### src/rtl/aes_inv_round_ctrl_pkg.sv
`default_nettype none
// ============================================================================
//  Module      : aes_inv_round_ctrl_pkg
//  Description : Shared definitions for the AES-128 inverse-round sequencer:
//                FSM state encoding, step-select codes, sequence length and
//                the AddRoundKey key-index helper.
//  Revision    : 1.0 - initial release
// ============================================================================
package aes_inv_round_ctrl_pkg;

    // Controller states
    typedef enum logic [2:0] {
        ST_IDLE   = 3'd0,
        ST_EXEC   = 3'd1,
        ST_GAP    = 3'd2,
        ST_FINISH = 3'd3,
        ST_FAIL   = 3'd4
    } state_t;

    // Step selection codes presented on op_sel
    typedef enum logic [1:0] {
        OP_ARK = 2'd0,   // AddRoundKey
        OP_ISR = 2'd1,   // InvShiftRows
        OP_ISB = 2'd2,   // InvSubBytes
        OP_IMC = 2'd3    // InvMixColumns
    } op_sel_t;

    localparam int NUM_OPS    = 40;
    localparam int LAST_ROUND = 10;
    localparam int OP_CNT_W   = 6;
    localparam int KEY_IDX_W  = 4;
    localparam int BLOCK_W    = 128;

    // Round key used by the AddRoundKey op at sequence position op_cnt.
    // The ARK ops sit at positions 0, 3, 7, ..., 39, so (op_cnt+3)/4 counts
    // how many rounds have already been undone.
    function automatic logic [KEY_IDX_W-1:0] ark_key_idx(input logic [OP_CNT_W-1:0] op_cnt);
        int rounds_done;
        rounds_done = (int'(op_cnt) + 3) / 4;
        return KEY_IDX_W'(LAST_ROUND - rounds_done);
    endfunction

endpackage : aes_inv_round_ctrl_pkg
`default_nettype wire

### src/rtl/aes_inv_round_ctrl_if.sv
`default_nettype none
// ============================================================================
//  Module      : aes_inv_round_ctrl_if
//  Description : Bus between the inverse-round sequencer (master) and the
//                shared AES step datapath (slave).
//                  op_en     - clock enable to the step unit
//                  op_sel    - step select (ARK/ISR/ISB/IMC)
//                  op_data   - current 128-bit state word
//                  key_idx   - round-key index for AddRoundKey (0 otherwise)
//                  op_result - step unit dataOut
//                  op_ry     - step unit ready
//  Revision    : 1.0 - initial release
// ============================================================================
interface aes_inv_round_ctrl_if;
    import aes_inv_round_ctrl_pkg::*;

    logic                  op_en;
    op_sel_t               op_sel;
    logic [BLOCK_W-1:0]    op_data;
    logic [KEY_IDX_W-1:0]  key_idx;
    logic [BLOCK_W-1:0]    op_result;
    logic                  op_ry;

    modport master (
        output op_en,
        output op_sel,
        output op_data,
        output key_idx,
        input  op_result,
        input  op_ry
    );

    modport slave (
        input  op_en,
        input  op_sel,
        input  op_data,
        input  key_idx,
        output op_result,
        output op_ry
    );

endinterface : aes_inv_round_ctrl_if
`default_nettype wire

### src/rtl/aes_op_decode.sv
`default_nettype none
// ============================================================================
//  Module      : aes_op_decode
//  Description : Combinational map from op counter (0..39) to step select and
//                round-key index. Sequence:
//                  ARK(10); r=9..1: ISR, ISB, ARK(r), IMC; ISR, ISB, ARK(0)
//  Ports       : op_cnt  (in)  - position in the 40-op sequence
//                op_sel  (out) - step select
//                key_idx (out) - round key for ARK, 0 for other steps
//  Revision    : 1.0 - initial release
// ============================================================================
module aes_op_decode
    import aes_inv_round_ctrl_pkg::*;
(
    input  wire logic [OP_CNT_W-1:0]  op_cnt,
    output op_sel_t                   op_sel,
    output logic [KEY_IDX_W-1:0]      key_idx
);

    always_comb begin
        op_sel  = OP_ARK;
        key_idx = '0;
        if (op_cnt == '0) begin
            op_sel = OP_ARK;
        end else begin
            // After the leading ARK the sequence repeats with period 4,
            // phase-aligned so that op 1 is ISR.
            case (op_cnt[1:0])
                2'd1:    op_sel = OP_ISR;
                2'd2:    op_sel = OP_ISB;
                2'd3:    op_sel = OP_ARK;
                default: op_sel = OP_IMC;
            endcase
        end
        if (op_sel == OP_ARK) begin
            key_idx = ark_key_idx(op_cnt);
        end
    end

endmodule : aes_op_decode
`default_nettype wire

### src/rtl/aes_inv_round_ctrl.sv
`default_nettype none
// ============================================================================
//  Module      : aes_inv_round_ctrl
//  Description : Sequencer for AES-128 decryption over a shared step
//                datapath. Loads a ciphertext block, issues 40 steps one at a
//                time (each followed by a one-cycle idle gap), and returns
//                the plaintext. Aborts with an error pulse when the step unit
//                fails to answer within TIMEOUT cycles.
//  Ports       : clk, rst          - clock, synchronous active-high reset
//                start, data_in    - request and ciphertext (IDLE only)
//                op_bus            - master side of the step-unit bus
//                busy              - operation in progress
//                done              - one-cycle pulse, data_out valid
//                error             - one-cycle pulse on step timeout
//                data_out          - plaintext, held until next start
//  Revision    : 1.0 - initial release
// ============================================================================
module aes_inv_round_ctrl
    import aes_inv_round_ctrl_pkg::*;
#(
    parameter int TIMEOUT = 16
) (
    input  wire logic                clk,
    input  wire logic                rst,
    input  wire logic                start,
    input  wire logic [BLOCK_W-1:0]  data_in,
    aes_inv_round_ctrl_if.master     op_bus,
    output logic                     busy,
    output logic                     done,
    output logic                     error,
    output logic [BLOCK_W-1:0]       data_out
);

    localparam int TO_W = $clog2(TIMEOUT + 1);

    state_t                 r_state;
    logic [BLOCK_W-1:0]     r_blk;
    logic [OP_CNT_W-1:0]    r_op_cnt;
    logic [TO_W-1:0]        r_to_cnt;

    logic [OP_CNT_W-1:0]    w_dec_cnt;
    op_sel_t                w_dec_sel;
    logic [KEY_IDX_W-1:0]   w_dec_key;

    // The step outputs are registered, so they are decoded for the op that
    // is about to start: op 0 when leaving IDLE, the following op otherwise.
    assign w_dec_cnt = (r_state == ST_IDLE) ? '0 : (r_op_cnt + OP_CNT_W'(1));

    aes_op_decode u_op_decode (
        .op_cnt  (w_dec_cnt),
        .op_sel  (w_dec_sel),
        .key_idx (w_dec_key)
    );

    always_ff @(posedge clk) begin
        if (rst) begin
            r_state        <= ST_IDLE;
            r_blk          <= '0;
            r_op_cnt       <= '0;
            r_to_cnt       <= '0;
            busy           <= 1'b0;
            done           <= 1'b0;
            error          <= 1'b0;
            data_out       <= '0;
            op_bus.op_en   <= 1'b0;
            op_bus.op_sel  <= OP_ARK;
            op_bus.op_data <= '0;
            op_bus.key_idx <= '0;
        end else begin
            done  <= 1'b0;
            error <= 1'b0;

            case (r_state)
                ST_IDLE: begin
                    if (start) begin
                        r_blk          <= data_in;
                        r_op_cnt       <= '0;
                        r_to_cnt       <= '0;
                        busy           <= 1'b1;
                        op_bus.op_en   <= 1'b1;
                        op_bus.op_sel  <= w_dec_sel;
                        op_bus.key_idx <= w_dec_key;
                        op_bus.op_data <= data_in;
                        r_state        <= ST_EXEC;
                    end
                end

                ST_EXEC: begin
                    if (op_bus.op_ry) begin
                        r_blk        <= op_bus.op_result;
                        op_bus.op_en <= 1'b0;
                        r_state      <= ST_GAP;
                    end else if (r_to_cnt == TO_W'(TIMEOUT - 1)) begin
                        // This is the last permitted EXEC cycle for this op.
                        op_bus.op_en <= 1'b0;
                        busy         <= 1'b0;
                        error        <= 1'b1;
                        r_state      <= ST_FAIL;
                    end else begin
                        r_to_cnt <= r_to_cnt + TO_W'(1);
                    end
                end

                ST_GAP: begin
                    if (r_op_cnt == OP_CNT_W'(NUM_OPS - 1)) begin
                        data_out <= r_blk;
                        done     <= 1'b1;
                        busy     <= 1'b0;
                        r_state  <= ST_FINISH;
                    end else begin
                        r_op_cnt       <= r_op_cnt + OP_CNT_W'(1);
                        r_to_cnt       <= '0;
                        op_bus.op_en   <= 1'b1;
                        op_bus.op_sel  <= w_dec_sel;
                        op_bus.key_idx <= w_dec_key;
                        op_bus.op_data <= r_blk;
                        r_state        <= ST_EXEC;
                    end
                end

                // done/error are already high for this single cycle;
                // start is not sampled here.
                ST_FINISH: r_state <= ST_IDLE;
                ST_FAIL:   r_state <= ST_IDLE;
                default:   r_state <= ST_IDLE;
            endcase
        end
    end

endmodule : aes_inv_round_ctrl
`default_nettype wire

### src/flat_wrapper.sv
// flat-port wrapper written by rule: the top's interface ports become plain ports
module aes_inv_round_ctrl_flat import aes_inv_round_ctrl_pkg::*;
#(
    parameter int TIMEOUT = 16
)
  (clk, rst, start, data_in, busy, done, error, data_out, op_bus_op_en, op_bus_op_sel, op_bus_op_data, op_bus_key_idx, op_bus_op_result, op_bus_op_ry);
  aes_inv_round_ctrl_if op_bus_i ();
  input  wire logic clk;
  input  wire logic rst;
  input  wire logic start;
  input  wire logic [BLOCK_W-1:0] data_in;
  output logic busy;
  output logic done;
  output logic error;
  output logic [BLOCK_W-1:0] data_out;
  output wire logic [$bits(op_bus_i.op_en)-1:0] op_bus_op_en;
  output wire logic [$bits(op_bus_i.op_sel)-1:0] op_bus_op_sel;
  output wire logic [$bits(op_bus_i.op_data)-1:0] op_bus_op_data;
  output wire logic [$bits(op_bus_i.key_idx)-1:0] op_bus_key_idx;
  input wire logic [$bits(op_bus_i.op_result)-1:0] op_bus_op_result;
  input wire logic [$bits(op_bus_i.op_ry)-1:0] op_bus_op_ry;
  assign op_bus_op_en = op_bus_i.op_en;
  assign op_bus_op_sel = op_bus_i.op_sel;
  assign op_bus_op_data = op_bus_i.op_data;
  assign op_bus_key_idx = op_bus_i.key_idx;
  assign op_bus_i.op_result = op_bus_op_result;
  assign op_bus_i.op_ry = op_bus_op_ry;
  aes_inv_round_ctrl #(.TIMEOUT(TIMEOUT)) u_core (.clk(clk), .rst(rst), .start(start), .data_in(data_in), .op_bus(op_bus_i), .busy(busy), .done(done), .error(error), .data_out(data_out));
endmodule
### config.mk
export PLATFORM = sky130hd
export DESIGN_NAME = aes_inv_round_ctrl_flat
export DESIGN_NICKNAME = d
export VERILOG_FILES = /design/src/rtl/aes_inv_round_ctrl_pkg.sv /design/src/rtl/aes_inv_round_ctrl_if.sv /design/src/rtl/aes_op_decode.sv /design/src/rtl/aes_inv_round_ctrl.sv /design/src/flat_wrapper.sv
export SDC_FILE = /design/constraint.sdc
export NUM_CORES = 1
export LEC_CHECK = 0
export BUFFER_PORTS_ARGS = -buffer_cell sky130_fd_sc_hd__buf_2
export CORE_AREA = 2 2 206 208
export CTS_CLUSTER_DIAMETER = 150
export DETAILED_ROUTE_END_ITERATION = 10
export DIE_AREA = 0 0 208 210
export GPL_ROUTABILITY_DRIVEN = 0
export GPL_TIMING_DRIVEN = 1
export PLACE_DENSITY_LB_ADDON = 0.12
export SYNTH_ARGS = -nofsm -noshare
export SYNTH_HDL_FRONTEND = slang
export SYNTH_SLANG_ARGS = --single-unit
### constraint.sdc
create_clock -name clk -period 5.6 [get_ports clk]
set_clock_uncertainty 0.15 [all_clocks]
set_input_delay 0.84 -clock clk [delete_from_list [all_inputs] [get_ports clk]]
set_output_delay 0.84 -clock clk [all_outputs]
set_load 0.01 [all_outputs]
==> qor.yml, run 1 <==
run_status:
  outcome: "finished, final reports clean"
clocking:
  cts_resized: 0
  hold_buffers: 0
  clk_path_buf_depth: 3
  clock_sinks: 408
  clock_latency_ns: 0.56
  numCtsBuffers: 46
  ctsRootBufferMaster: "clkbuf_16"
  h-tree-depth: 2
  cts_tree: "yes"
  post_cts_buffers: 0
  cts.clk_slew.worst_paths_ns: 0.06
route:
  drt-vias-per-instance: 5.36
  antenna_left: 0
  drc: 0
  drt_iter0_markers: 1375
  wl_per_cell_um: 19.0
  routed_wl_um: 59800
  first_pass_iters: 5
  vias: 16900
cells_and_area:
  areaGrowthSynthToFinish_pct: 25.5
  nets: 2816
  final_cell_count_no_fill: 3143
  drive_gt1_frac: 0.247
  fillers: 4145
worst_setup_path:
  path_max_fanout: 95
  arrival_ns: 4.12
  path_buf_inv: 1
  start_kind: "flop"
  crit_type: "flop to flop"
  required_ns: 5.86
  cp-end-kind: "flop"
  crit_chain: "ha_1 > and2_1 > nand4_4 > and3_4 > buf_12 > nor2_1 > a311oi_2"
  path_delay_family: "simple AND/OR/NAND/NOR gates"
  slowest_stage: "and3_4"
  max_stage_delay_ns: 0.85
floorplanning:
  dieHeight_um: 210
  dieArea_sq_mm: 0.0437
  core-area_sq_mm: 0.0415
  die_width_um: 208
  rows: 75
  boundaryPins: 526
  initial_utilization: 0.403
synthesis:
  async_reset_ff_frac: 0
  synth_most_common_cell: "nand2_1"
  synth_seq_cells: 408
  muxShareOfSynthArea: 0.00120
  synth_ff_type: "dfxtp_1"
  synth_area_leaders: "dfxtp_1 49%, nand2_1 18%, a311oi_1 12%, nor2_1 6.4%, a21oi_1 4.4%"
  ys_seq_area_frac: 0.489
  syn_nets: 2421
  syn_avg_cell_area_sq_um: 7.75
  synthAdderAreaFrac: 0.00419
  yosysUniqueCellTypes: 45
  synth_largest_area_cell: "dfxtp_1"
  synth-edff-count: 0
  yosysWarnings: 0
  synth.cell_area_sq_mm: 0.0167
  yosysTopAreaCellShare: 0.489
  synthTopCellsByCount: "785 x nand2_1, 408 x dfxtp_1, 284 x nor2_1"
  synth_compound_area_frac: 0.194
  yosys.area_share.simple: 0.256
  synth-xor-area-share: 0.00419
  synth_top_family_by_area: "simple AND/OR/NAND/NOR gates"
  netlist_instances: 2156
pwr:
  leakage_nw: 9.02
  vdd_drop_max_mv: 0.205
  p_per_area_mw_per_mm2: 348
timing:
  grt_setup_unrepaired: "false"
  finalHoldViolCount: 0
  setup_violations: 0
  tns_ns: 0
  post-route-min-period_ns: 3.86
  min_period_over_period: 0.690
  maxSlewViolCount: 0
  max_freq_mhz: 259
  slew_headroom: 0.242
  worst_pin_slew_ns: 1.14
flow_run:
  drv_cap: 0
global_routing:
  overflow: 0
  antenna_found_initial: 25
  grt_max_degree: 180
  grt_pass1_vias: 15800
  grt_pass1_wl_um: 91400
  groute.usage.overall: 0.262
placed_design:
  dp_hpwl_um: 38200
  portBuffers: 525
  dp_cells: 3042
hold_path:
  holdCritPathClass: "flop to flop"
-- cell usage in the layout (no fill, tap or decap), types with 5 or more instances in the layout --
master	instances
nand2_1	783
buf_2	524
dfxtp_1	408
nor2_1	282
a311oi_1	238
a21oi_1	146
clkbuf_16	49
a311oi_2	18
diode_2	16
clkbuf_1	16
clkbuf_8	16
buf_4	11
nor3_1	8
nand3_1	7
o21ai_0	6
inv_1	5
xor2_1	5
buf_12	5
-- through the flow --
step	setup WS, ns	power [mW]	hold WS (ns)	utilization	cell area (sq um)
2_1_floorplan	2.75	3.94	0.295	-	16700
3_3_place_gp	1.90	4.32	0.289	0.468	19400
4_1_cts	1.78	7.36	0.301	0.505	20900
3_5_place_dp	1.79	4.34	0.293	0.468	19400
5_1_grt	1.47	7.61	0.317	0.505	21000
6_report	1.74	7.31	0.299	0.506	21000
-- flip-flops by register name, indices dropped and copies added, names as in the netlist, 2 cells and up --
| name | count |
|---|---|
| u_core.r_op_cnt | 6 |
| u_core.op_bus.op_data | 128 |
| u_core.op_bus.op_sel | 2 |
| u_core.r_to_cnt | 5 |
| u_core.r_state | 3 |
| u_core.op_bus.key_idx | 4 |
| u_core.r_blk | 128 |
| u_core.data_out | 128 |
-- worst min-delay path, cell delays in order, from the launching register on --
cell and delay (ns):
dfxtp_1 0.30, nand2_1 0.05, a21oi_1 0.05
-- cell type report --
cell class | count | area (sq um) | area share
multi-input cells | 1549 | 7730 | 0.368
clock buffers | 81 | 1510 | 0.0718
repair buffers | 541 | 2820 | 0.134
flip-flops and latches | 408 | 8170 | 0.389
inverters | 5 | 18.8 | 0.000894
well taps | 539 | 674 | 0.0321
clock inverters | 4 | 23.8 | 0.00113
diodes | 16 | 40.0 | 0.00191
-- routing by layer --
metal	vias to the layer above	share of wire	GRT usage
li1	8157	-	-
met1	7977	0.42	0.334
met2	600	0.47	0.425
met3	97	0.085	0.0763
met4	22	0.023	0.0871
met5	-	0.0026	0
-- report_power, final --
group / switching [mW] / leakage, nW / internal, mW
clock: 1.22 / 0.754 / 1.81
sequential: 0.143 / 3.35 / 3.12
combinational: 0.633 / 4.92 / 0.375
-- worst paths after layout --
kind / from / to / slack [ns] / cells past startpoint
min reg2reg: u_core.data_out[52] / u_core.data_out[52] / 0.30 / 2
max reg2reg: u_core.r_op_cnt[0] / u_core.op_bus.op_data[120] / 1.74 / 7
min: u_core.data_out[52] / u_core.data_out[52] / 0.30 / 2
max: u_core.r_op_cnt[0] / u_core.op_bus.op_data[120] / 1.74 / 7
-- kinds of logic (layout without fill, tap and decap cells) --
family          Yosys count  in the layout
compound gates          425            425
xor+xnor                  8              8
fa+ha+maj                 5              5
buf+inv                 199            631
flops                   408            408
mux                       2              2
other cells               0             16
simple gates           1109           1109
Power figures use the tool's default switching activity.
==> run 2: changes to the inputs <==
clock period = 3.25 ns   (was 5.6 ns; I/O delays follow)
==> qor.yml, run 2 (synthesis gave the netlist of run 1 again) <==
run_status:
  outcome: "finished, final reports clean"  # unchanged
clocking:
  clk_path_buf_depth: 3  # unchanged
  clock_sinks: 408  # unchanged
  h-tree-depth: 2  # unchanged
  cts.clk_slew.worst_paths_ns: 0.06  # about the same
  cts_tree: "yes"  # unchanged
  numCtsBuffers: 46  # unchanged
  ctsRootBufferMaster: "clkbuf_16"  # unchanged
  clock_latency_ns: 0.57  # was 0.56 ns
placed_design:
  dp_cells: 3060  # was 3042
  portBuffers: 525  # unchanged
  dp_hpwl_um: 39200  # was 38200 um
floorplanning:
  die_width_um: 208  # unchanged
  initial_utilization: 0.403  # unchanged
  dieHeight_um: 210  # unchanged
  dieArea_sq_mm: 0.0437  # unchanged
  core-area_sq_mm: 0.0415  # unchanged
  boundaryPins: 526  # unchanged
  rows: 75  # unchanged
timing:
  setup_violations: 0  # unchanged
  grt_setup_unrepaired: "false"  # unchanged
  maxSlewViolCount: 0  # unchanged
  finalHoldViolCount: 0  # unchanged
  tns_ns: 0  # unchanged
  max_freq_mhz: 338  # was 259 MHz
  min_period_over_period: 0.910  # was 0.690
  post-route-min-period_ns: 2.96  # was 3.86 ns
  worst_pin_slew_ns: 0.737  # was 1.14 ns
  slew_headroom: 0.509  # was 0.242
global_routing:
  groute.usage.overall: 0.267  # was 0.262
  grt_pass1_vias: 16400  # was 15800
  grt_pass1_wl_um: 93000  # was 91400 um
  antenna_found_initial: 22  # was 25
  grt_max_degree: 131  # was 180
  overflow: 0  # unchanged
route:
  first_pass_iters: 7  # was 5
  drt_iter0_markers: 1240  # was 1375
  drt-vias-per-instance: 5.36  # about the same
  vias: 17000  # was 16900
  drc: 0  # unchanged
  wl_per_cell_um: 19.1  # was 19.0 um
  routed_wl_um: 60900  # was 59800 um
  antenna_left: 0  # unchanged
worst_setup_path:
  crit_chain: "ha_4 > nand2b_1 > a21oi_1 > a2111oi_0 > buf_4 > xnor2_1 > nor2_2 > ha_1 > inv_1 > fa_1 > nor2_1 > a22oi_1 > nor2_1"  # was ha_1 > and2_1 > nand4_4 > and3_4 > buf_12 > nor2_1 > a311oi_2
  required_ns: 3.53  # was 5.86 ns
  slowest_stage: "fa_1"  # was and3_4
  path_delay_family: "adder cells"  # was simple AND/OR/NAND/NOR gates
  crit_type: "flop to flop"  # unchanged
  cp-end-kind: "flop"  # unchanged
  start_kind: "flop"  # unchanged
  reg2regPathDepth: 13  # was 7
  path_buf_inv: 2  # was 1
  max_stage_delay_ns: 0.47  # was 0.85 ns
  critical_path_depth: 13  # was 7
  crit_top_cell: "nor2_1"
  path_max_fanout: 7  # was 95
  arrival_ns: 3.24  # was 4.12 ns
pwr:
  internal_power_mw: 9.27  # was 5.31 mW
  p_clk_frac: 0.418  # was 0.415
  vdd_drop_max_mv: 0.360  # was 0.205 mV
  p_total_mw: 12.8  # was 7.31 mW
  leakage_nw: 9.26  # was 9.02 nW
  p_per_area_mw_per_mm2: 594  # was 348 mW/mm^2
  p_switching_mw: 3.49  # was 2.00 mW
  p_sw_frac: 0.273  # about the same
  pwr-share-seq: 0.441  # was 0.447
  power.share.combinational: 0.141  # was 0.138
cells_and_area:
  layout_commonest_cell: "nand2_1"  # unchanged
  final_cell_mix: "783 x nand2_1, 524 x buf_2, 408 x dfxtp_1, 281 x nor2_1, 238 x a311oi_1"  # was 783 x nand2_1, 524 x buf_2, 408 x dfxtp_1, 282 x nor2_1, 238 x a311oi_1
  final_cell_count_no_fill: 3182  # was 3143
  drive_gt1_frac: 0.254  # was 0.247
  areaGrowthSynthToFinish_pct: 28.5  # was 25.5%
  largestRegisters: "u_core.data_out: 128 flops, u_core.op_bus.op_data: 128 flops, u_core.r_blk: 128 flops"  # unchanged
  nets: 2857  # was 2816
hold_path:
  holdCritPathClass: "input pin to flop"  # was flop to flop
  hold_depth: 3  # was 2
flow_run:
  drv_cap: 0  # unchanged
==> run 2: cell types whose count changed in the layout (fill, tap and decap cells not counted), moves of 2 or more <==
cell | before | now
clkbuf_1 | 16 | 6
clkinv_2 | 3 | 12
clkbuf_16 | 49 | 47
buf_4 | 11 | 21
buf_12 | 5 | 13
bufinv_16 | 0 | 3
dlygate4sd3_1 | 0 | 23
clkbuf_8 | 16 | 14
==> run 2: worst reg2reg max path: stages, from the launching register on <==
cell and delay (ns):
dfxtp_1 0.38, ha_4 0.33, nand2b_1 0.18, a21oi_1 0.09
a2111oi_0 0.35, buf_4 0.18, xnor2_1 0.06, nor2_2 0.14
ha_1 0.16, inv_1 0.05, fa_1 0.47, nor2_1 0.05
a22oi_1 0.17, nor2_1 0.06
==> run 2: path summary, 6_finish.rpt <==
kind	from	end	slack (ns)
min	op_bus_op_result[28]	u_core.r_blk[28]	0.03
max reg2reg	u_core.r_op_cnt[1]	u_core.op_bus.key_idx[2]	0.29
min reg2reg	u_core.data_out[74]	u_core.data_out[74]	0.30
max	u_core.r_op_cnt[1]	u_core.op_bus.key_idx[2]	0.29
==> run 2: layer usage <==
layer | global-route usage | vias up | wire (um) | part of all wire
li1 | - | 8241 | - | -
met1 | 0.336 | 8032 | 25400 | 0.42
met2 | 0.435 | 638 | 28100 | 0.46
met3 | 0.0705 | 121 | 5280 | 0.087
met4 | 0.110 | 16 | 2000 | 0.033
met5 | 0 | - | 103 | 0.0017
==> run 2: power groups by stage <==
stage	sequential (mW)	clock [mW]	combinational, mW
global route	5.67	5.63	1.99
finish	5.62	5.33	1.80
global placement	5.71	0	1.75
detailed placement	5.73	0	1.78
floorplan	5.77	0	1.01
CTS	5.62	5.45	1.81
==> run 2: per-stage QoR <==
| step | cell area (sq um) | utilization | worst slack [ns] | hold WS [ns] |
|---|---|---|---|---|
| after floorplan | 16700 | - | 0.401 | 0.295 |
| after global placement | 19600 | 0.474 | 0.172 | 0.289 |
| after detailed placement | 19600 | 0.474 | 0.185 | 0.293 |
| after CTS | 21400 | 0.517 | 0.149 | 0.000167 |
| after global routing | 21500 | 0.518 | 0.0799 | 0.0210 |
| final | 21500 | 0.518 | 0.291 | 0.0324 |
==> run 2: what timing repair did <==
action | 4_1_cts | 5_1_grt
hold buffers | 23 | 0
gates resized for setup | 0 | 3
hold endpoints to repair | 23 | 0
setup endpoints to repair | 0 | 2
setup buffers | 0 | 0
==> run 2: cell type report <==
class	instances	area, sq um
timing repair buffer	582	3290
fill	4150	20000
clock inverter	16	159
antenna	16	40.0
tap	539	674
multi-input combinational	1549	7750
clock buffer	67	1390
sequential	408	8170
inverter	5	18.8
